## src/rtl/conv_sequencer.sv

```systemverilog
// Convolution-mode ALU sequencer: loads one kernel word, then streams len words through the ALU to memory.
// Optional accumulator and sum write-back enabled by defining CONV_SEQ_ACC_EN.
module conv_sequencer #(
    parameter int ADDR_W = 8,
    parameter int LEN_W  = 8
) (
    input  logic              clk,
    input  logic              rst_n,
    input  logic              start,
    input  logic [ADDR_W-1:0] src_base,
    input  logic [ADDR_W-1:0] ker_addr,
    input  logic [ADDR_W-1:0] dst_base,
    input  logic [LEN_W-1:0]  len,
    output logic              busy,
    output logic              done,
    output logic              rd_en,
    output logic [ADDR_W-1:0] rd_addr,
    input  logic [31:0]       rd_data,
    output logic              wr_en,
    output logic [ADDR_W-1:0] wr_addr,
    output logic [31:0]       wr_data,
    output logic [31:0]       alu_in1,
    output logic [31:0]       alu_in2,
    output logic [3:0]        alu_control,
`ifdef CONV_SEQ_ACC_EN
    output logic [31:0]       acc_out,
`endif
    input  logic [31:0]       alu_result
);

    typedef enum logic [3:0] {
        S_IDLE,
        S_LOAD_K,
        S_WAIT_K,
        S_LOAD_X,
        S_WAIT_X,
        S_EXEC,
        S_WRITE,
`ifdef CONV_SEQ_ACC_EN
        S_ACC_WR,
`endif
        S_DONE
    } state_t;

    localparam logic [3:0] ALU_CONV = 4'b1111;

    state_t            r_state;
    state_t            w_next;
    logic [ADDR_W-1:0] r_src;
    logic [ADDR_W-1:0] r_kaddr;
    logic [ADDR_W-1:0] r_dst;
    logic [LEN_W-1:0]  r_len;
    logic [LEN_W-1:0]  r_i;
    logic [31:0]       r_kernel;
    logic [31:0]       r_alu1;
    logic [31:0]       r_alu2;
    logic [31:0]       r_res;
    logic              w_accept;
    logic              w_last;
`ifdef CONV_SEQ_ACC_EN
    logic [31:0]       r_acc;
`endif

    assign w_accept = (r_state == S_IDLE) && start;
    assign w_last   = (r_i == r_len - LEN_W'(1));

    always_ff @(posedge clk or negedge rst_n) begin
        if (!rst_n) begin
            r_state <= S_IDLE;
        end else begin
            r_state <= w_next;
        end
    end

    always_comb begin
        w_next = r_state;
        unique case (r_state)
            S_IDLE: begin
                if (start) begin
                    w_next = (len != '0) ? S_LOAD_K : S_DONE;
                end
            end
            S_LOAD_K: w_next = S_WAIT_K;
            S_WAIT_K: w_next = S_LOAD_X;
            S_LOAD_X: w_next = S_WAIT_X;
            S_WAIT_X: w_next = S_EXEC;
            S_EXEC:   w_next = S_WRITE;
            S_WRITE: begin
`ifdef CONV_SEQ_ACC_EN
                w_next = w_last ? S_ACC_WR : S_LOAD_X;
`else
                w_next = w_last ? S_DONE : S_LOAD_X;
`endif
            end
`ifdef CONV_SEQ_ACC_EN
            S_ACC_WR: w_next = S_DONE;
`endif
            S_DONE:   w_next = S_IDLE;
            default:  w_next = S_IDLE;
        endcase
    end

    always_comb begin
        busy        = (r_state != S_IDLE);
        done        = 1'b0;
        rd_en       = 1'b0;
        rd_addr     = '0;
        wr_en       = 1'b0;
        wr_addr     = '0;
        wr_data     = '0;
        alu_control = 4'b0000;
        unique case (r_state)
            S_LOAD_K: begin
                rd_en   = 1'b1;
                rd_addr = r_kaddr;
            end
            S_LOAD_X: begin
                rd_en   = 1'b1;
                rd_addr = r_src + ADDR_W'(r_i);
            end
            S_EXEC: alu_control = ALU_CONV;
            S_WRITE: begin
                wr_en   = 1'b1;
                wr_addr = r_dst + ADDR_W'(r_i);
                wr_data = r_res;
            end
`ifdef CONV_SEQ_ACC_EN
            S_ACC_WR: begin
                wr_en   = 1'b1;
                wr_addr = r_dst + ADDR_W'(r_len);
                wr_data = r_acc;
            end
`endif
            S_DONE:  done = 1'b1;
            default: ;
        endcase
    end

    // Operand registers double as the ALU ports so they hold outside EXEC
    assign alu_in1 = r_alu1;
    assign alu_in2 = r_alu2;
`ifdef CONV_SEQ_ACC_EN
    assign acc_out = r_acc;
`endif

    always_ff @(posedge clk or negedge rst_n) begin
        if (!rst_n) begin
            r_src    <= '0;
            r_kaddr  <= '0;
            r_dst    <= '0;
            r_len    <= '0;
            r_i      <= '0;
            r_kernel <= '0;
            r_alu1   <= '0;
            r_alu2   <= '0;
            r_res    <= '0;
`ifdef CONV_SEQ_ACC_EN
            r_acc    <= '0;
`endif
        end else begin
            if (w_accept) begin
                r_src   <= src_base;
                r_kaddr <= ker_addr;
                r_dst   <= dst_base;
                r_len   <= len;
`ifdef CONV_SEQ_ACC_EN
                r_acc   <= '0;
`endif
            end
            unique case (r_state)
                S_WAIT_K: begin
                    r_kernel <= rd_data;
                    r_i      <= '0;
                end
                S_WAIT_X: begin
                    r_alu1 <= rd_data;
                    r_alu2 <= r_kernel;
                end
                S_EXEC: r_res <= alu_result;
                S_WRITE: begin
                    if (!w_last) begin
                        r_i <= r_i + LEN_W'(1);
                    end
`ifdef CONV_SEQ_ACC_EN
                    r_acc <= r_acc + r_res;
`endif
                end
                default: ;
            endcase
        end
    end

endmodule

```

## config.mk

```make
export PLATFORM = sky130hd
export DESIGN_NAME = conv_sequencer
export DESIGN_NICKNAME = d
export VERILOG_FILES = /design/src/rtl/conv_sequencer.sv
export SDC_FILE = /design/constraint.sdc
export NUM_CORES = 1
export LEC_CHECK = 0
export ABC_AREA = 1
export BUFFER_PORTS_ARGS = -buffer_cell sky130_fd_sc_hd__buf_2
export CAP_MARGIN = 20
export CORE_MARGIN = 2
export CORE_UTILIZATION = 52
export DETAILED_ROUTE_END_ITERATION = 6
export GPL_ROUTABILITY_DRIVEN = 0
export PLACE_DENSITY_LB_ADDON = 0.1
export SLEW_MARGIN = 20
export SYNTH_ARGS = -nofsm -noshare
export SYNTH_HDL_FRONTEND = slang
export SYNTH_SLANG_ARGS = --single-unit
```

## constraint.sdc

```tcl
create_clock -name clk -period 2.8 [get_ports clk]
set_clock_uncertainty 0.15 [all_clocks]
set_input_delay 0.56 -clock clk [delete_from_list [all_inputs] [get_ports clk]]
set_output_delay 0.56 -clock clk [all_outputs]
set_load 0.05 [all_outputs]
```

==> run_results.csv, run 1 <==
group,metric,value,unit
critical_path,r2r-end,"r_state[2]",
clock_network,clk_pin_slew,70,ps
outcome,violations,"setup timing",
cells_and_area,area_growth,29.2,%
sta,slew_violations,0,
critical_path,cp-start-kind,"flip-flop",
cells_and_area,n_antenna_cell,0,
drt,drt_iter0_markers,332,
drt,vias,6657,
synthesis,synth_area,0.00787,mm²
cells_and_area,post-route-util,69.4,%
synthesis,synth-seq-area-share,54.3,%
critical_path,path_max_fanout,3,
pwr,p_sw,6.18,mW
synthesis,synthAdderAreaFrac,3.05,%
clock_network,clk_latency,420,ps
clock_network,cts_buffer_depth,2,
grt,grt_pass1_vias,6422,
pwr,pwr-share-clk,18.0,%
synthesis,synth_top_family_by_area,"simple AND/OR/NAND/NOR gates",
sta,fin_ws,-204,ps
critical_path,crit_type,"flip-flop to primary output",
sta,clock.fmax,0.333,GHz
die,ios,219,
hold_path,min_delay_path_depth,3,
die,die_h,127,µm
grt,antenna_found_initial,0,
cells_and_area,drive_above_1_share,31.1,%
critical_path,rr_startpoint,"r_state[0]",
drt,finalWirelength,18600,µm
job,drv_cap,0,
pwr,swShare,47.5,%
sta,finalCritPeriodShare,107,%
placed_design,dp_hpwl,12700,µm
hold_path,hold_path_class,"input port to flip-flop",
die,rows,44,
sta,slew_headroom,61.6,%
pwr,intPower,6.82,mW
synthesis,synth_compound_gate_area_share,9.17,%
die,start_util,53.8,%
critical_path,r2r_slack,670,ps
pwr,power_frac_seq,33.1,%
sta,tightestPinTransition,574,ps
hold_path,min_from,"alu_result[13]",
critical_path,endpoint_kind,"primary output",
grt,grt_max_degree,99,
drt,viasPerCell,4.96,
pwr,leakagePower,5.57,nW
synthesis,yosys.area_share.simple,20.9,%
clock_network,clkSinkCount,171,
sta,min_period,3000,ps
synthesis,ys_ff_latch,171,
clock_network,cts_max_level,4,
sta,tns,-871,ps
clock_network,cts_inserted_buffers,17,
pwr,vdd_drop_max,0.000866,V
clock_network,cts_tree,"yes",
synthesis,synth_cells,916,
synthesis,synth-xor-area-share,1.45,%
drt,drt_pass1_iterations,5,
die,dieArea,0.0161,mm²
critical_path,worst_r2r_path_depth,6,
synthesis,synth_mux_area_share,3.15,%
cells_and_area,nNetsFinal,1263,
die,die_w,127,µm
synthesis,synth.net_count,1033,
critical_path,required,2090,ps
synthesis,ys_types,37,
sta,rsz0062_at_grt,"yes",
placed_design,dp.cells,1295,
grt,overflow,0,
pwr,pwr-share-comb,48.9,%
die,coreArea,0.0146,mm²
synthesis,avgSynthCellArea,8.60,µm²
critical_path,cp.arrival,2290,ps
cells_and_area,finalNonFillerCells,1343,
drt,postRouteAntennaNets,0,
outcome,status,"finished, violations left",
sta,finalSetupViolCount,8,
sta,finalHoldViolations,0,
hold_path,worstHoldEndpoint,"r_res[13]",
cells_and_area,final_cell_mix,"274 x nand2_1, 207 x buf_2, 163 x dfrtp_1",
clock_network,root_buffer,"clkbuf_16",
synthesis,yosysWarnings,0,
drt,avgRoutedWirePerCell,13.9,µm
placed_design,numPortBuffers,218,
grt,grtUsageTotal,23.5,%
drt,route.detailed.drc,0,
grt,grt_pass1_wl,30400,µm
pwr,power_density,1280,mW/mm²
cells_and_area,final_common_cell,"nand2_1",
[worst max-delay path: stages (launching register included)]
cell     delay, ps
dfrtp_2        410
ha_2           200
inv_2           40
fa_2           350
inv_2           70
nand3_2         60
nand2_1         60
nand2_1         80
nand2_1        100
a21oi_2         60
nand2_1         60
nand2_1         60
o21ai_2        140
buf_6          170
[state kept, by name, summed over array words and instances, names as in the netlist]
register,flops
alu_in1,32
alu_in2,32
r_dst,8
r_i,8
r_kaddr,8
r_kernel,32
r_len,8
r_res,32
r_src,8
r_state,3
[worst max-delay path by stage]
stage | end | slack [ps] | cells after the start | start
after detailed placement | wr_addr[6] | 140 | 10 | r_i[0]
after global placement | wr_addr[6] | 180 | 10 | r_i[0]
final | rd_addr[6] | -200 | 13 | r_i[0]
after floorplan | rd_addr[6] | -70 | 12 | r_i[0]
after global routing | rd_addr[6] | -330 | 13 | r_i[0]
after CTS | rd_addr[6] | -170 | 13 | r_i[0]
[cells in the mapped netlist, drive strengths merged]
| cell type | n | share of area, % |
|---|---|---|
| a21oi | 18 | 1.1 |
| a22o | 1 | 0.11 |
| a31oi | 1 | 0.080 |
| a32o | 2 | 0.25 |
| buf | 22 | 1.6 |
| clkbuf | 19 | 0.92 |
| dfrtp | 171 | 54 |
| fa | 2 | 0.51 |
| ha | 16 | 2.5 |
| inv | 114 | 5.5 |
| mux2 | 22 | 3.1 |
| nand2 | 283 | 14 |
| nand3 | 29 | 1.9 |
| nand3b | 1 | 0.095 |
| nand4 | 11 | 0.87 |
| nor2 | 65 | 3.4 |
| nor3 | 5 | 0.44 |
| o21a | 1 | 0.095 |
| o21ai | 115 | 7.3 |
| o21bai | 1 | 0.095 |
| o22ai | 1 | 0.080 |
| or2 | 3 | 0.24 |
| xnor2 | 5 | 0.56 |
| xor2 | 8 | 0.89 |
[layout make-up]
type                            count  area, µm²
Inverter                          114        430
Tap cell                          184        230
Clock inverter                     13        151
Timing Repair Buffer              252       1460
Fill cell                        1190       4470
Sequential cell                   171       4290
Multi-Input combinational cell    590       3160
Clock buffer                       19        443
[per-stage QoR]
stage / power [mW] / hold WS (ps) / area (µm²) / setup WS, ps
final: 13.0 / 194 / 10200 / -204
after CTS: 12.9 / 176 / 9980 / -173
after floorplan: 8.83 / 114 / 7880 / -69.4
after global routing: 13.9 / 192 / 10200 / -331
after detailed placement: 10.4 / 306 / 9200 / 140
after global placement: 10.2 / 300 / 9200 / 177
[power by group through the flow]
stage | Combinational, mW | Clock, mW | Sequential, mW
2_1_floorplan | 3.08 | 0 | 5.74
3_3_place_gp | 5.97 | 0 | 4.27
3_5_place_dp | 6.07 | 0 | 4.30
4_1_cts | 6.23 | 2.39 | 4.29
5_1_grt | 6.98 | 2.48 | 4.45
6_report | 6.35 | 2.34 | 4.30
[cell families (layout without fill, tap and decap cells)]
kind of cell    count (synthesis)  after routing
buf+inv                       155            398
compound gates                140            140
mux                            22             22
xor+xnor                       13             13
fa+ha+maj                      18             18
simple gates                  397            397
flops                         171            171
[timing repair]
| item | CTS | global route |
|---|---|---|
| gates cloned | 0 | 0 |
| resized for setup | 34 | 29 |
| setup endpoints to repair | 8 | 40 |
| hold buffers | 1 | 0 |
| pin swaps | 7 | 5 |
| buffers inserted | 7 | 8 |
| hold endpoints to repair | 48 | 0 |
[layer usage]
metal / track usage, % / up-vias / part of all wire, %
met3: 6.62 / 26 / 6.9
li1: - / 3342 / -
met2: 37.4 / 210 / 47
met4: 8.27 / 0 / 1.7
met1: 31.2 / 3079 / 44
met5: 0 / - / 0
(Power assumes the default switching activity.)
==> inputs of run 2 (changes only) <==
MAX_ROUTING_LAYER = met4   (was not set)
==> run 2 against run 1 <==
Compared with the run above:
- sequential power about the same
- clock power barely moved
- clock-buffer cell count is the same
- die area did not move
- the flow still finishes with violations (setup timing)
- critical path depth unchanged
- hold slack lost 1.9 ps
- total power about the same
- maximum frequency is 0.20% lower
- worst setup slack lost 6.2 ps
- sequential share of layout area hardly changed
- final cell count unchanged
==> run_results.csv, run 2 (synthesis results as in run 1) <==
group,metric,value,unit
grt,busiest_layer,"met2",
critical_path,r2r_slack,680,ps
cells_and_area,fillCellCount,1189,
drt,postRouteAntennaNets,0,
drt,drt_iter0_markers,345,
drt,finalWirelength,18600,µm
grt,overflow,0,
grt,met2_usage,37.5,%
grt,gr-usage-met1,31.6,%
sta,tightestPinTransition,573,ps
drt,avgRoutedWirePerCell,13.9,µm
grt,grtUsageTotal,24.2,%
die,dieArea,0.0161,mm²
die,rows,44,
die,die_w,127,µm
grt,antenna_found_initial,0,
die,coreArea,0.0146,mm²
critical_path,worst_r2r_path_depth,6,
critical_path,crit_type,"flip-flop to primary output",
drt,route.detailed.drc,0,
grt,grt_pass1_vias,6426,
clock_network,clkSinkCount,171,
sta,rsz0062_at_grt,"yes",
outcome,violations,"setup timing",
grt,grt_max_degree,99,
hold_path,hold_path_class,"input port to flip-flop",
cells_and_area,nNetsFinal,1263,
sta,fin_ws,-210,ps
clock_network,cts_inserted_buffers,17,
cells_and_area,final_common_cell,"nand2_1",
critical_path,cp-endpoint,"rd_addr[6]",
clock_network,clk_pin_slew,70,ps
sta,clock.fmax,0.332,GHz
cells_and_area,drive_above_1_share,31.1,%
clock_network,clk_latency,430,ps
clock_network,cts_tree,"yes",
sta,slew_headroom,61.7,%
cells_and_area,n_antenna_cell,0,
hold_path,min_from,"alu_result[13]",
clock_network,cts_max_level,4,
drt,drt_pass1_iterations,5,
grt,use_met3,6.62,%
pwr,vdd_drop_max,0.000866,V
outcome,status,"finished, violations left",
sta,finalCritPeriodShare,108,%
placed_design,dp_hpwl,12700,µm
critical_path,worstSetupStartpoint,"r_i[0]",
clock_network,cts_buffer_depth,2,
grt,grt_pass1_wl,30400,µm
die,start_util,53.8,%
drt,vias,6635,
critical_path,cp-start-kind,"flip-flop",
die,ios,219,
critical_path,r2r-end,"r_state[2]",
cells_and_area,area_growth,29.2,%
job,drv_cap,0,
sta,finalHoldViolations,0,
die,die_h,127,µm
cells_and_area,final_cell_mix,"274 x nand2_1, 206 x buf_2, 163 x dfrtp_1",
critical_path,cp.arrival,2300,ps
critical_path,required,2090,ps
sta,min_period,3010,ps
sta,slew_violations,0,
drt,viasPerCell,4.94,
critical_path,path_max_fanout,3,
sta,tns,-919,ps
sta,finalSetupViolCount,8,
placed_design,numPortBuffers,218,
pwr,power_density,1280,mW/mm²
clock_network,root_buffer,"clkbuf_16",
critical_path,endpoint_kind,"primary output",
pwr,finalPower,13.0,mW
critical_path,rr_startpoint,"r_state[0]",
pwr,leakagePower,5.56,nW
## run 2: critical path, cell delays in order (launching register included)
cell and delay, ps:
dfrtp_2 410, ha_2 200, inv_2 40, fa_2 350, inv_2 70, nand3_2 60, nand2_1 60, nand2_1 80
nand2_1 100, a21oi_2 60, nand2_1 60, nand2_1 60, o21ai_2 140, buf_6 170
## run 2: final cells by class
cell class                 instances  area [µm²]  share of cell area [%]
sequential                       171        4290                    42.2
multi-input combinational        590        3160                    31.1
timing repair buffer             252        1470                    14.4
clock buffer                      19         443                    4.35
inverter                         114         430                    4.23
tap                              184         230                    2.26
clock inverter                    13         151                    1.49
## run 2: metrics by stage
| step | instances | utilization [%] | hold WS, ps | worst slack, ps | area [µm²] |
|---|---|---|---|---|---|
| 6_report | 1343 | 69.5 | 192 | -210 | 10200 |
| 3_5_place_dp | 1295 | 62.8 | 306 | 140 | 9200 |
| 3_3_place_gp | 1295 | 62.8 | 300 | 177 | 9200 |
| 4_1_cts | 1335 | 68.2 | 176 | -173 | 9980 |
| 2_1_floorplan | 916 | - | 114 | -69.4 | 7880 |
| 5_1_grt | 1343 | 69.5 | 190 | -333 | 10200 |
## run 2: repair_timing
item | CTS | global route
setup endpoints to repair | 8 | 39
resized for setup | 34 | 30
pin swaps | 7 | 5
hold buffers | 1 | 0
hold endpoints to repair | 48 | 0
buffers inserted | 7 | 8
## run 2: worst min path at each step
stage | cells after the start | slack, ps | to
after floorplan | 0 | 110 | alu_in1[0]
after global placement | 2 | 300 | alu_in2[4]
after detailed placement | 2 | 310 | alu_in2[6]
after CTS | 3 | 180 | r_res[13]
after global routing | 3 | 190 | r_res[20]
final | 3 | 190 | r_res[13]
## run 2: power by group
| group | internal (mW) | switching, mW |
|---|---|---|
| logic | 1.88 | 4.47 |
| clock network | 1.29 | 1.05 |
| registers | 3.64 | 0.662 |
| total | 6.82 | 6.18 |
## run 2: routing by layer
metal,vias to the layer above,share of wire (%)
met5,-,0
met4,0,1.8
met3,28,6.8
met2,202,47
met1,3065,44
li1,3340,-
==> inputs of run 3 (changes only) <==
CAP_MARGIN = 25   (was 20)
CORE_UTILIZATION = 42   (was 52)
==> run 3 against run 2 <==
Compared with the run above:
- the flow still finishes with violations (setup timing)
- hold slack got worse by 5.4 ps
- largest power group unchanged
- flip-flop and latch count did not move
- critical endpoint is now wr_addr[6]
- sequential share of layout area fell by 0.35 points
- via count down 2.7%
- combinational power decreased by 0.9%
- core utilization shrank 14 points
- non-clock buffer count fell by 5
==> run_results.csv, run 3 (synthesis results as in run 1) <==
group,metric,value,unit
grt,overflow,0,
clock_network,clk_pin_slew,70,ps
critical_path,r2r-end,"r_res[1]",
placed_design,place_ws,141,ps
placed_design,dp_hpwl,13000,µm
clock_network,clk_latency,430,ps
drt,drt_pass1_iterations,4,
cells_and_area,nNetsFinal,1258,
cells_and_area,area_growth,30.1,%
sta,clock.fmax,0.344,GHz
critical_path,cp-endpoint,"wr_addr[6]",
clock_network,clkSinkCount,171,
critical_path,rr_startpoint,"r_state[2]",
sta,tns,-255,ps
pwr,vdd_drop_max,0.000767,V
drt,route.detailed.drc,0,
drt,drt_iter0_markers,364,
die,die_w,141,µm
sta,rsz0062_at_grt,"yes",
outcome,status,"finished, violations left",
critical_path,worstSetupStartpoint,"r_i[0]",
critical_path,crit_type,"flip-flop to primary output",
pwr,leakagePower,5.56,nW
pwr,finalPower,13.0,mW
critical_path,cp.arrival,2200,ps
placed_design,numPortBuffers,218,
grt,antenna_found_initial,1,
grt,grtUsageTotal,20.0,%
placed_design,dp.cells,1344,
critical_path,path_cells,"ha_2, fa_2, nand3_2, nand3_2, nand2_1, nand2_1, a21oi_2, xor2_1, nor2_2, buf_6",
critical_path,endpoint_kind,"primary output",
drt,finalWirelength,18800,µm
critical_path,required,2090,ps
clock_network,cts_max_level,4,
sta,min_period,2910,ps
die,ios,219,
grt,grt_pass1_vias,6103,
grt,grt_pass1_wl,30800,µm
critical_path,cp-start-kind,"flip-flop",
critical_path,path_max_fanout,3,
cells_and_area,drive_above_1_share,30.7,%
sta,finalSetupViolCount,3,
sta,finalCritPeriodShare,104,%
hold_path,hold_path_class,"input port to flip-flop",
die,rows,50,
die,start_util,42.4,%
critical_path,critical_path.slowest_cell,"dfrtp_1",
hold_path,min_from,"alu_result[12]",
sta,slew_headroom,65.0,%
critical_path,r2r_slack,690,ps
sta,timing.hold.ws,187,ps
pwr,power_density,1270,mW/mm²
die,die_h,141,µm
sta,tightestPinTransition,523,ps
die,dieArea,0.0199,mm²
critical_path,worst_r2r_path_depth,6,
clock_network,cts_buffer_depth,2,
clock_network,root_buffer,"clkbuf_16",
sta,fin_ws,-108,ps
drt,postRouteAntennaNets,0,
critical_path,cp_slowest_stage_delay,430,ps
outcome,violations,"setup timing",
cells_and_area,finalNonFillerCells,1389,
sta,finalHoldViolations,0,
clock_network,cts_inserted_buffers,17,
grt,grt_max_degree,97,
sta,slew_violations,0,
drt,vias,6456,
cells_and_area,final_common_cell,"nand2_1",
job,drv_cap,0,
drt,avgRoutedWirePerCell,13.5,µm
cells_and_area,final_cell_mix,"274 x nand2_1, 206 x buf_2, 166 x dfrtp_1",
clock_network,cts_tree,"yes",
drt,viasPerCell,4.65,
die,coreArea,0.0186,mm²
-- run 3: stage by stage --
step           instance area [µm²]  utilization (%)
2_1_floorplan                 7880                -
3_3_place_gp                  9270             49.9
3_5_place_dp                  9270             49.9
4_1_cts                      10000             53.9
5_1_grt                      10200             55.2
6_report                     10200             55.2
-- run 3: layer usage --
layer  share of wire (%)  up-vias  global-route usage (%)
met5                   0        -                       -
met4                 1.0        0                    5.95
met3                 5.3       15                    5.06
met2                  45      165                    30.0
met1                  48     2942                    27.1
li1                    -     3334                       -
-- run 3: worst min path at each step --
stage                        to  slack, ps  cells past startpoint
finish                r_res[12]        190                      3
detailed placement  alu_in2[19]        300                      2
CTS                   r_res[12]        160                      3
global placement    alu_in2[31]        300                      2
floorplan            alu_in1[0]        110                      0
global route           r_dst[2]        170                      2
-- run 3: power by group --
| group | switching, mW | leakage (nW) | internal (mW) |
|---|---|---|---|
| registers | 0.670 | 2.10 | 3.64 |
| clock network | 1.12 | 0.289 | 1.28 |
| logic | 4.42 | 3.17 | 1.87 |
-- run 3: worst max-delay path, delay by kind of cell, from the launching register on --
family                     cells  cell delay (ps)
and+or+nand+nor                5              300
DFF                            1              430
adders and majority gates      2              560
xor gates and xnor gates       1              180
AOI/OAI and AO/OA              1              130
buffers and inverters          1              160
-- run 3: layout make-up --
type                    count  area (µm²)
multi-input cells         590        3170
flip-flops and latches    171        4290
repair buffers            247        1460
well taps                 234         293
diodes                      1        2.50
clock inverters            15         181
fillers                  1734        8330
clock buffers              17         425
inverters                 114         430
-- run 3: timing repair --
action	in CTS	in global routing
endpoints found under the setup margin	8	51
setup buffers	5	6
gates cloned	0	0
pin swaps	5	7
hold buffers	1	0
gates resized for setup	25	42
hold endpoints to repair	44	0
